**src/rtl/cpu_run_ctrl_pkg.sv**
```systemverilog
// Shared types and default widths for the riscv32 run controller.
// The optional zero-skip dump mode is selected with CPU_RUN_CTRL_SKIP_ZERO_EN.
package cpu_run_ctrl_pkg;

  localparam int DEF_XLEN     = 32;
  localparam int DEF_NUM_REGS = 32;

  typedef enum logic [1:0] {
    ST_HOLD,
    ST_RUN,
    ST_DUMP,
    ST_DONE
  } state_e;

endpackage

```
**src/rtl/cpu_run_ctrl_dump.sv**
```systemverilog
// Register-dump beat sequencer: walks DUMP_FIRST..DUMP_LAST, one beat per handshake.
// With CPU_RUN_CTRL_SKIP_ZERO_EN defined, zero-valued registers are scanned past without a beat.
module cpu_run_ctrl_dump
  import cpu_run_ctrl_pkg::*;
#(
  parameter int XLEN       = DEF_XLEN,
  parameter int RIDX_W     = $clog2(DEF_NUM_REGS),
  parameter int DUMP_FIRST = 1,
  parameter int DUMP_LAST  = 2
) (
  input  logic              clk,
  input  logic              rst,
  input  logic              i_start,
  input  logic              i_ready,
  input  logic [XLEN-1:0]   i_rdata,
  output logic [RIDX_W-1:0] o_raddr,
  output logic              o_valid,
  output logic [RIDX_W-1:0] o_idx,
  output logic [XLEN-1:0]   o_data,
  output logic              o_drained
);

  logic [RIDX_W-1:0] r_raddr;
  logic              r_active;   // r_raddr still holds an index that has not been fetched
  logic              r_valid;
  logic [RIDX_W-1:0] r_idx;
  logic [XLEN-1:0]   r_data;

  logic w_slot_free;
  logic w_keep;
  logic w_last;

  assign w_slot_free = !r_valid || i_ready;
  assign w_last      = (r_raddr == RIDX_W'(DUMP_LAST));

`ifdef CPU_RUN_CTRL_SKIP_ZERO_EN
  assign w_keep = |i_rdata;
`else
  assign w_keep = 1'b1;
`endif

  // The fetch address runs one index ahead of the presented beat so that a
  // handshake can be followed by the next beat on the very next cycle.
  // NOTE: sequential state uses non-blocking (<=) so every flop samples pre-edge values.
  always_ff @(posedge clk or posedge rst) begin
    if (rst) begin
      r_raddr  <= '0;
      r_active <= 1'b0;
      r_valid  <= 1'b0;
      r_idx    <= '0;
      r_data   <= '0;
    end else if (i_start) begin
      r_raddr  <= RIDX_W'(DUMP_FIRST);
      r_active <= 1'b1;
      r_valid  <= 1'b0;
    end else if (w_slot_free) begin
      if (r_active) begin
        r_valid <= w_keep;
        if (w_keep) begin
          r_idx  <= r_raddr;
          r_data <= i_rdata;
        end
        if (w_last) r_active <= 1'b0;
        else        r_raddr  <= r_raddr + RIDX_W'(1);
      end else begin
        r_valid <= 1'b0;
      end
    end
  end

  assign o_raddr   = r_raddr;
  assign o_valid   = r_valid;
  assign o_idx     = r_idx;
  assign o_data    = r_data;
  assign o_drained = !r_active && w_slot_free;

endmodule

```
**src/rtl/cpu_run_ctrl.sv**
```systemverilog
// Run controller: holds the core in reset, runs it until halt or budget, then dumps registers.
// Build option CPU_RUN_CTRL_SKIP_ZERO_EN (in cpu_run_ctrl_dump) suppresses beats for zero registers.
module cpu_run_ctrl
  import cpu_run_ctrl_pkg::*;
#(
  parameter  int XLEN       = DEF_XLEN,
  parameter  int NUM_REGS   = DEF_NUM_REGS,
  parameter  int RST_CYCLES = 2,
  parameter  int MAX_CYCLES = 500,
  parameter  int CNT_W      = 32,
  parameter  int DUMP_FIRST = 1,
  parameter  int DUMP_LAST  = 2,
  localparam int RIDX_W     = $clog2(NUM_REGS)
) (
  input  logic              clk,
  input  logic              rst,
  input  logic              halt_i,
  output logic              cpu_rst,
  output logic [RIDX_W-1:0] rf_raddr,
  input  logic [XLEN-1:0]   rf_rdata,
  output logic              dump_valid,
  input  logic              dump_ready,
  output logic [RIDX_W-1:0] dump_idx,
  output logic [XLEN-1:0]   dump_data,
  output logic [CNT_W-1:0]  cycle_count,
  output logic              timeout,
  output logic              done
);

  localparam int HOLD_W = (RST_CYCLES > 1) ? $clog2(RST_CYCLES) : 1;

  state_e            r_state;
  state_e            w_next;
  logic [HOLD_W-1:0] r_hold_cnt;
  logic [CNT_W-1:0]  r_cycle_count;
  logic              r_timeout;

  logic w_dump_start;
  logic w_budget_hit;
  logic w_drained;

  assign w_budget_hit = (r_cycle_count == CNT_W'(MAX_CYCLES - 1));

  // NOTE: defaults are assigned before the case so no path leaves a signal unassigned (no latches).
  always_comb begin
    w_next       = r_state;
    w_dump_start = 1'b0;
    case (r_state)
      ST_HOLD: if (r_hold_cnt == HOLD_W'(RST_CYCLES - 1)) w_next = ST_RUN;
      ST_RUN: begin
        if (halt_i || w_budget_hit) begin
          w_next       = ST_DUMP;
          w_dump_start = 1'b1;
        end
      end
      ST_DUMP: if (w_drained) w_next = ST_DONE;
      ST_DONE: w_next = ST_DONE;
      default: w_next = ST_HOLD;
    endcase
  end

  always_ff @(posedge clk or posedge rst) begin
    if (rst) begin
      r_state       <= ST_HOLD;
      r_hold_cnt    <= '0;
      r_cycle_count <= '0;
      r_timeout     <= 1'b0;
    end else begin
      r_state <= w_next;
      if (r_state == ST_HOLD) r_hold_cnt <= r_hold_cnt + HOLD_W'(1);
      if (r_state == ST_RUN) begin
        r_cycle_count <= r_cycle_count + CNT_W'(1);
        // Halt takes precedence: a budget expiry coinciding with halt is not a timeout.
        if (!halt_i && w_budget_hit) r_timeout <= 1'b1;
      end
    end
  end

  cpu_run_ctrl_dump #(
    .XLEN       (XLEN),
    .RIDX_W     (RIDX_W),
    .DUMP_FIRST (DUMP_FIRST),
    .DUMP_LAST  (DUMP_LAST)
  ) u_dump (
    .clk       (clk),
    .rst       (rst),
    .i_start   (w_dump_start),
    .i_ready   (dump_ready),
    .i_rdata   (rf_rdata),
    .o_raddr   (rf_raddr),
    .o_valid   (dump_valid),
    .o_idx     (dump_idx),
    .o_data    (dump_data),
    .o_drained (w_drained)
  );

  assign cpu_rst     = (r_state != ST_RUN);
  assign done        = (r_state == ST_DONE);
  assign timeout     = r_timeout;
  assign cycle_count = r_cycle_count;

endmodule

```
**config.mk**
```make
export PLATFORM = sky130hd
export DESIGN_NAME = cpu_run_ctrl
export DESIGN_NICKNAME = d
export VERILOG_FILES = /design/src/rtl/cpu_run_ctrl_pkg.sv /design/src/rtl/cpu_run_ctrl_dump.sv /design/src/rtl/cpu_run_ctrl.sv
export SDC_FILE = /design/constraint.sdc
export NUM_CORES = 1
export LEC_CHECK = 0
export CORE_MARGIN = 1
export CORE_UTILIZATION = 44
export CTS_CLUSTER_DIAMETER = 120
export DETAILED_ROUTE_END_ITERATION = 12
export PLACE_DENSITY = 0.76
export SYNTH_ARGS = -nofsm -noshare
export SYNTH_HDL_FRONTEND = slang
export SYNTH_SLANG_ARGS = --single-unit
```
**constraint.sdc**
```tcl
create_clock -name clk -period 2.48 [get_ports clk]
set_clock_uncertainty 0.15 [all_clocks]
set_input_delay 0.248 -clock clk [delete_from_list [all_inputs] [get_ports clk]]
set_output_delay 0.248 -clock clk [all_outputs]
set_load 0.05 [all_outputs]
```
-- Yosys cells after proc, flatten, opt, wreduce, memory -nomap -nowiden
Cells that the tools add are included.
- word-level logic and storage cells: 54
- register bits: 80
- output and inout bits: 78
- bits of input ports: 36
- bitwise logic cells: 1
- add/sub/neg operators: 3
- reductions and logical operators: 14
- multiplexer cells: 17
- equal/unequal tests: 10
- operators by type and width (kind ; number):
    adder 32 x 1 -> 32 bit, second input constant ; 1
    == test 32 x 9 -> 1 bit, second input constant ; 1
    2-to-1 mux 5 bit ; 4
    2-to-1 mux 1 bit ; 9
    AND reduction 3 bit ; 3
    one-hot mux 2 bit (4 select lines) ; 1
    2-to-1 mux 2 bit ; 3
    inequality test 2 x 1 -> 1 bit, second input constant ; 3
    adder 5 x 1 -> 5 bit, second input constant ; 1
    == test 5 x 2 -> 1 bit, second input constant ; 1
    == test 2 bit, second input constant ; 2
    inequality test 2 bit, second input constant ; 2
    nonzero test 2 bit ; 2
    logical NOT 1 bit ; 3
    == test 2 x 1 -> 1 bit, second input constant ; 1
    logical AND 1 bit ; 2
    logical NOT 2 bit ; 1
    logical OR 1 bit ; 2
    AND reduction 2 bit ; 1
    adder 1 bit, second input constant ; 1
    NOT 1 bit ; 1

-- Longest topological paths before layout
Gate-level depths: netlist (run 1).
- depth after elaboration: 6
- depth in mapped cells: 7

-- Hierarchy
From an unflattened synthesis (run 1), not the netlist that was laid out.
- cell total of the unflattened synthesis: 278
- area, all modules: 3674.8 µm²
- by module, submodules not included (module ; instances ; cells an instance ; area an instance (µm²) ; seq. area each (µm²)):
    cpu_run_ctrl_dump ; 1 ; 121 ; 1931.9 ; 1101.1
    cpu_run_ctrl ; 1 ; 157 ; 1742.9 ; 900.9

-- Least setup slack after synthesis (run 1)
Ideal clock, no wire load.
- path type: flip-flop to flip-flop
- start point: reg r_cycle_count[0] (netlist: cycle_count[0])
- end point: reg u_dump.r_data[0] (netlist: u_dump.o_data[0])
- buffers on the path: 2
- period minus slack after synthesis: 2.410 ns
- library setup time: 0.080 ns
- setup slack: 0.070 ns
- arrival: 2.180 ns
- stages on the path, launching flop included: 8
- cells stage by stage: dfrtp_1 -> ha_1 -> nor4b_2 -> nand4_1 -> buf_6 -> buf_6 -> or4_1 -> o211ai_2
- cells in the longest elaborated chain, start to end: 6
- ends and longest elaborated chain (element ; RTL line ; text):
    from (decl) ; cpu_run_ctrl.sv:35 ; logic [CNT_W-1:0] r_cycle_count;
    from (signal assigned) ; cpu_run_ctrl.sv:72 ; r_cycle_count <= r_cycle_count + CNT_W'(1);
    == test 32 x 9 -> 1 bit ; cpu_run_ctrl.sv:42 ; assign w_budget_hit = (r_cycle_count == CNT_W'(MAX_CYCLES - 1));
    logical OR 1 bit ; cpu_run_ctrl.sv:51 ; if (halt_i || w_budget_hit) begin
    2-to-1 mux 1 bit ; cpu_run_ctrl.sv:51 ;
    2-to-1 mux 1 bit ; cpu_run_ctrl.sv:48 ; case (r_state)
    NOT 1 bit (no source line) ; -- ;
    AND reduction 3 bit (no source line) ; -- ;
    to (signal assigned) ; cpu_run_ctrl_dump.sv:61 ; r_data <= i_rdata;
    to (decl) ; cpu_run_ctrl_dump.sv:27 ; logic [XLEN-1:0] r_data;
Every way passes these cells.
A chain may end at the register's enable or synchronous reset.

-- Final worst setup path (run 1)
- start point: reg r_cycle_count[0] (netlist: cycle_count[0])
- end point: reg u_dump.r_idx[4] (netlist: u_dump.o_idx[4])
- cells in the longest elaborated chain, start to end: 6
- ends and longest elaborated chain (element ; RTL line ; text):
    == test 32 x 9 -> 1 bit ; cpu_run_ctrl.sv:42 ;
    logical OR 1 bit ; cpu_run_ctrl.sv:51 ;
    2-to-1 mux 1 bit ; cpu_run_ctrl.sv:51 ;
    2-to-1 mux 1 bit ; cpu_run_ctrl.sv:48 ;
    NOT 1 bit (no source line) ; -- ;
    AND reduction 3 bit (no source line) ; -- ;
    to (signal assigned) ; cpu_run_ctrl_dump.sv:60 ; r_idx <= r_raddr;
    to (decl) ; cpu_run_ctrl_dump.sv:26 ; logic [RIDX_W-1:0] r_idx;
Every way passes these cells.

==> impl_metrics.ini, run 1 <==
[synth]
yosysSeqAreaShare = 0.462
synthArstFlopShare = 1.00
ys_ff_latch = 80
syn-instance-count = 449
yosysTopAreaCell = dfrtp_1
synth_top_area_frac = 0.462
synth_ff_type = dfrtp_1
synth_most_common_cell = nand2_1
syn_area_mm2 = 0.00433
yosysWarnings = 0
ys_top_cells_by_area = dfrtp_1 46%, nand2_1 7.8%, a22oi_1 6.6%
synth.net_count = 488
synth_cell_types = 40
netlist_top_cells_count = 90 x nand2_1, 80 x dfrtp_1, 38 x a22oi_1, 37 x or4_1, 29 x o211ai_1
synth-edff-count = 0
syn_area_per_cell_um2 = 9.64

[worst_setup_path]
slowest_delay_ns = 0.43
worstSetupPathType = flip-flop to flip-flop
critPathRequiredTime_ns = 2.55
critPathLaunchType = flip-flop
path_cells = ha_1, nor4b_2, nand4_1, buf_4, nor3_2, buf_4, o211ai_1
crit_path_top_delay_cell = dfrtp_1
crit_arrival_ns = 2.36
path_common_cell = buf_4
path_buf_inv = 2
path_delay_family = buffers and inverters
worstPathMaxFanout = 40
end_kind = flip-flop

[timing]
setup_viol = 0
finalCritPeriodShare = 0.923
tns_ns = 0
final-max-slew-violation-count = 0
relSlewSlack = 0.530
fmax_ghz = 0.437
rsz0062_at_grt = no
hold_viol = 0
worstMarginPinSlew_ns = 0.705
fin_crit_ns = 2.29

[cts]
hold_buffers = 0
h-tree-depth = 3
post_cts_resized = 0
insertion_delay_ns = 0.35
cts_max_path_buffers = 2
cts.sinks = 80
postCtsSetupBuffers = 0
clockRootBuffer = clkbuf_8
cts_tree = yes
clk_pin_slew_worst_paths_ns = 0.09
numCtsBuffers = 9

[place]
placed_area_mm2 = 0.00562
hpwlAfterDp_mm = 7.88
gp_congestion = 0.876
io_buffer_count = 113

[finish]
area_delta_synth_final_pct = 35.4
post-route-cell-area_mm2 = 0.00586
final_util = 0.626
fillers = 827
drive_gt1_frac = 0.102
num-nets-final = 595

[power_and_ir_drop]
power_density_mw_per_mm2 = 575
max-vdd-ir-drop_mv = 0.260
leakagePower_nw = 2.25
p_total_mw = 3.37

[detailed_routing]
via_per_inst = 5.80
ant_nets = 0
dr.pass1.iters = 5
drc_errors = 0
drt-total-wl_mm = 11.9
via_count = 4007
wl_per_cell_um = 17.2
drt_iter0_markers = 231

[run]
cap_violations = 0

[floorplanning]
dieArea_mm2 = 0.0102
core_area_mm2 = 0.00937
ioPinCount = 114
fp.dieW_um = 101
rows = 35
start_util = 0.462
die_h_um = 101

[global_route]
grt_pass1_wl_mm = 19.7
grt_remaining_overflow = 0
antenna_found_initial = 1
grt_pass1_vias = 3992
grtUsageTotal = 0.243
grt_max_degree = 42

[run_status]
status = finished, final reports clean

[min_path]
min_path_type = primary input to asynchronous set/reset pin
[per-layer routing]
metal  global-route usage  up-vias  routed length (µm)
met5                    0        -                   0
met1                0.330     1981                5390
met2                0.391      134                5700
met4                0.100        0                 231
met3               0.0352       22                 539
li1                     -     1870                   -
[power by group]
| part | total, mW | switching, mW | internal [mW] |
|---|---|---|---|
| sequential | 1.47 | 0.0815 | 1.39 |
| clock | 1.17 | 0.502 | 0.670 |
| combinational | 0.726 | 0.449 | 0.277 |
[final cells by class]
type                            instances  area [µm²]  share of cell area
Tap cell                              129         161              0.0275
Antenna cell                            1        2.50            0.000427
Multi-Input combinational cell        330        2170               0.370
Clock inverter                          7         120              0.0205
Inverter                                6        23.8             0.00405
Sequential cell                        80        2000               0.341
Clock buffer                            9         124              0.0211
Timing Repair Buffer                  129        1260               0.215
[worst reg2reg max path, cell delays in order (launching register included)]
cell and delay (ns):
dfrtp_1 0.43, ha_1 0.25, nor4b_2 0.21, nand4_1 0.12, buf_4 0.27, nor3_2 0.24, buf_4 0.34, o211ai_1 0.15
[sequential cells by signal, indices dropped and copies added, names as in the netlist]
name             cells
cycle_count         32
u_dump.o_valid       1
u_dump.o_idx         5
timeout              1
u_dump.o_data       32
r_state              2
u_dump.o_raddr       5
r_hold_cnt           1
u_dump.r_active      1
[worst paths after layout]
kind / start / endpoint / slack, ns / depth (start not counted)
min in group clk: r_hold_cnt$_DFFE_PP0N_ / r_hold_cnt$_DFFE_PP0N_ / 0.33 / 1
worst min-delay path: rst / u_dump.o_data[20]$_DFFE_PP0P_ / 0.15 / 2
worst max register to register: cycle_count[0]$_DFFE_PP0P_ / u_dump.o_idx[4]$_DFFE_PP0P_ / 0.19 / 7
worst min register to register: r_hold_cnt$_DFFE_PP0N_ / r_hold_cnt$_DFFE_PP0N_ / 0.33 / 1
max in group asynchronous: rst / u_dump.r_active$_DFFE_PP0P_ / 1.40 / 3
worst max-delay path: cycle_count[0]$_DFFE_PP0P_ / u_dump.o_idx[4]$_DFFE_PP0P_ / 0.19 / 7
[cells in the final DEF, fill, tap and decap left out, types with 2 or more instances in the layout]
cell type,n
nor4_2,2
bufinv_16,3
o21ai_0,2
a22oi_1,38
clkinv_2,2
clkbuf_8,9
clkinv_4,2
o211ai_2,8
nand3_1,12
ha_1,3
nor3_1,2
and3_1,6
buf_4,16
nand2_1,90
o211ai_1,29
xnor2_1,28
and2_1,2
dfrtp_1,80
nor2b_1,2
nor2_1,16
nor4_1,6
xor2_1,7
nand4_1,14
a21oi_1,2
clkdlybuf4s50_1,112
or4_1,37
nand2b_1,3
nor3_4,2
or2_2,3
and4_1,2
inv_1,5
[metrics by stage]
stage	instances	hold slack [ns]	worst slack [ns]
finish	691	0.153	0.190
global route	691	0.207	0.0409
CTS	690	0.164	0.198
detailed placement	674	0.315	0.235
global placement	674	0.307	0.290
floorplan	449	0.245	0.0303
[cells by family (layout without fill, tap and decap cells)]
logic type	Yosys count	after routing	share of synthesized area
DFF	80	80	0.462
adders and majority gates	3	3	0.00867
xor gates and xnor gates	35	35	0.0708
other	0	1	0
AOI/OAI and AO/OA	82	82	0.154
muxes	1	1	0.00231
buffers and inverters	39	151	0.0425
and+or+nand+nor	209	209	0.259
(Power assumes the default switching activity.)
==> inputs of run 2 (changes only) <==
--- a/config.mk
+++ b/config.mk
@@ -6,10 +6,11 @@
 export NUM_CORES = 1
 export LEC_CHECK = 0
 export CORE_MARGIN = 1
-export CORE_UTILIZATION = 44
+export CORE_UTILIZATION = 57
 export CTS_CLUSTER_DIAMETER = 120
 export DETAILED_ROUTE_END_ITERATION = 12
-export PLACE_DENSITY = 0.76
+export DONT_BUFFER_PORTS = 1
+export PLACE_DENSITY = 0.75
 export SYNTH_ARGS = -nofsm -noshare
 export SYNTH_HDL_FRONTEND = slang
 export SYNTH_SLANG_ARGS = --single-unit
==> run 2 against run 1 <==
Against the previous run:
- hold slack worse by 0.057 ns
- power decreased by 11%
- non-clock buffer count decreased by 43
- flip-flop and latch count is the same
==> impl_metrics.ini, run 2 (synthesized netlist as in run 1, its figures left out) <==
[power_and_ir_drop]
power_density_mw_per_mm2 = 569
p_total_mw = 3.01
max-vdd-ir-drop_mv = 0.336
leakagePower_nw = 2.15

[finish]
instances_no_fill = 616
mostFrequentLayoutCells = 90 x nand2_1, 80 x dfrtp_1, 49 x buf_4
drive_gt1_frac = 0.174
final_util = 0.725
layout_commonest_cell = nand2_1
area_delta_synth_final_pct = 22.1
n_antenna_cell = 0
num-nets-final = 552

[worst_setup_path]
rr_worst_depth = 7
path_cells = ha_1, nor4b_2, nand4_1, buf_4, nor3_2, buf_6, o211ai_1
worstPathMaxFanout = 40
worstSetupPathType = flip-flop to flip-flop
path_buf_inv = 2
r2r_start = cycle_count[0]$_DFFE_PP0P_
slowest_delay_ns = 0.37
crit_arrival_ns = 2.34
r2r_setup_slack_ns = 0.20
crit_path_start = cycle_count[0]$_DFFE_PP0P_
path_delay_family = simple AND/OR/NAND/NOR gates
crit-reg2reg-capture = u_dump.o_data[30]$_DFFE_PP0P_
critPathLaunchType = flip-flop
crit_path_top_delay_cell = dfrtp_1
critPathRequiredTime_ns = 2.54
end_kind = flip-flop

[detailed_routing]
wl_per_cell_um = 18.8
via_per_inst = 6.34
drt-total-wl_mm = 11.6
drc_errors = 0
drt_iter0_markers = 217
dr.pass1.iters = 4
via_count = 3908
ant_nets = 0

[place]
hpwlAfterDp_mm = 7.28
io_buffer_count = 0
dp_cells = 567
gp_congestion = 0.833
place_ws_ns = 0.171

[global_route]
grtUsageTotal = 0.297
grt_pass1_wl_mm = 18.3
grt_pass1_vias = 3908
grt_max_degree = 46
antenna_found_initial = 0
grt_remaining_overflow = 0

[cts]
cts.sinks = 80
clockRootBuffer = clkbuf_8
cts_tree = yes
cts_max_path_buffers = 2
postCtsSetupBuffers = 0
clk_pin_slew_worst_paths_ns = 0.08
h-tree-depth = 3
numCtsBuffers = 9
insertion_delay_ns = 0.34

[run_status]
status = finished, final reports clean

[timing]
final-max-slew-violation-count = 0
worstMarginPinSlew_ns = 0.794
rsz0062_at_grt = no
setup_viol = 0
relSlewSlack = 0.470
tns_ns = 0
layout_setup_ws_ns = 0.204
fmax_ghz = 0.439
finalCritPeriodShare = 0.918
hold_viol = 0
fin_crit_ns = 2.28

[min_path]
whs_path_depth = 3
whs_endpoint = u_dump.o_raddr[1]$_DFFE_PP0P_
min_path_type = primary input to flip-flop
hp-start = halt_i

[floorplanning]
dieArea_mm2 = 0.00795
fp.dieW_um = 89.2
ioPinCount = 114
rows = 31
die_h_um = 89.2
core_area_mm2 = 0.00729
start_util = 0.594

[run]
cap_violations = 0
-- run 2: worst max-delay path by stage --
stage,to,slack [ns],cells past startpoint
2_1_floorplan,cycle_count[0]$_DFFE_PP0P_,0.03,1
3_3_place_gp,r_state[0]$_DFFE_PP0P_,0.32,7
5_1_grt,u_dump.o_raddr[4]$_DFFE_PP0P_,0.05,6
3_5_place_dp,u_dump.o_data[7]$_DFFE_PP0P_,0.17,7
4_1_cts,u_dump.o_idx[4]$_DFFE_PP0P_,0.14,7
6_report,u_dump.o_data[30]$_DFFE_PP0P_,0.20,7
-- run 2: final cells by class --
cell class                 instances  area, µm²
sequential                        80       2000
tap                               99        124
clock inverter                     2       37.5
timing repair buffer              86        759
clock buffer                      13        169
inverter                           6       23.8
multi-input combinational        330       2170
fill                             549       2010
-- run 2: repair_timing --
item / in CTS / in global routing
resized for setup: 0 / 1
hold buffers: 34 / 0
hold endpoints to repair: 79 / 0
setup endpoints to repair: 0 / 3
-- run 2: metrics by stage --
stage | hold slack [ns] | cell area, µm²
finish | 0.0963 | 5280
detailed placement | 0.155 | 4730
global placement | 0.154 | 4730
CTS | 0.0878 | 5280
floorplan | 0.245 | 4330
global route | 0.118 | 5280
-- run 2: worst register-to-register path, cell delays in order (launching register included) --
cell and delay [ns]:
dfrtp_1 0.37, ha_1 0.22, nor4b_2 0.30, nand4_1 0.14, buf_4 0.27, nor3_2 0.25, buf_6 0.27, o211ai_1 0.17
-- run 2: power by group --
part	switching (mW)	internal (mW)
Sequential	0.416	1.38
Clock	0.457	0.544
Combinational	0.0897	0.119
Total	0.962	2.05
-- run 2: layer usage --
layer,share of wire,vias to the layer above,GRT usage
li1,-,1776,-
met1,0.40,1942,0.375
met2,0.50,176,0.492
met3,0.077,14,0.0720
met4,0.015,0,0.121
met5,0,-,0
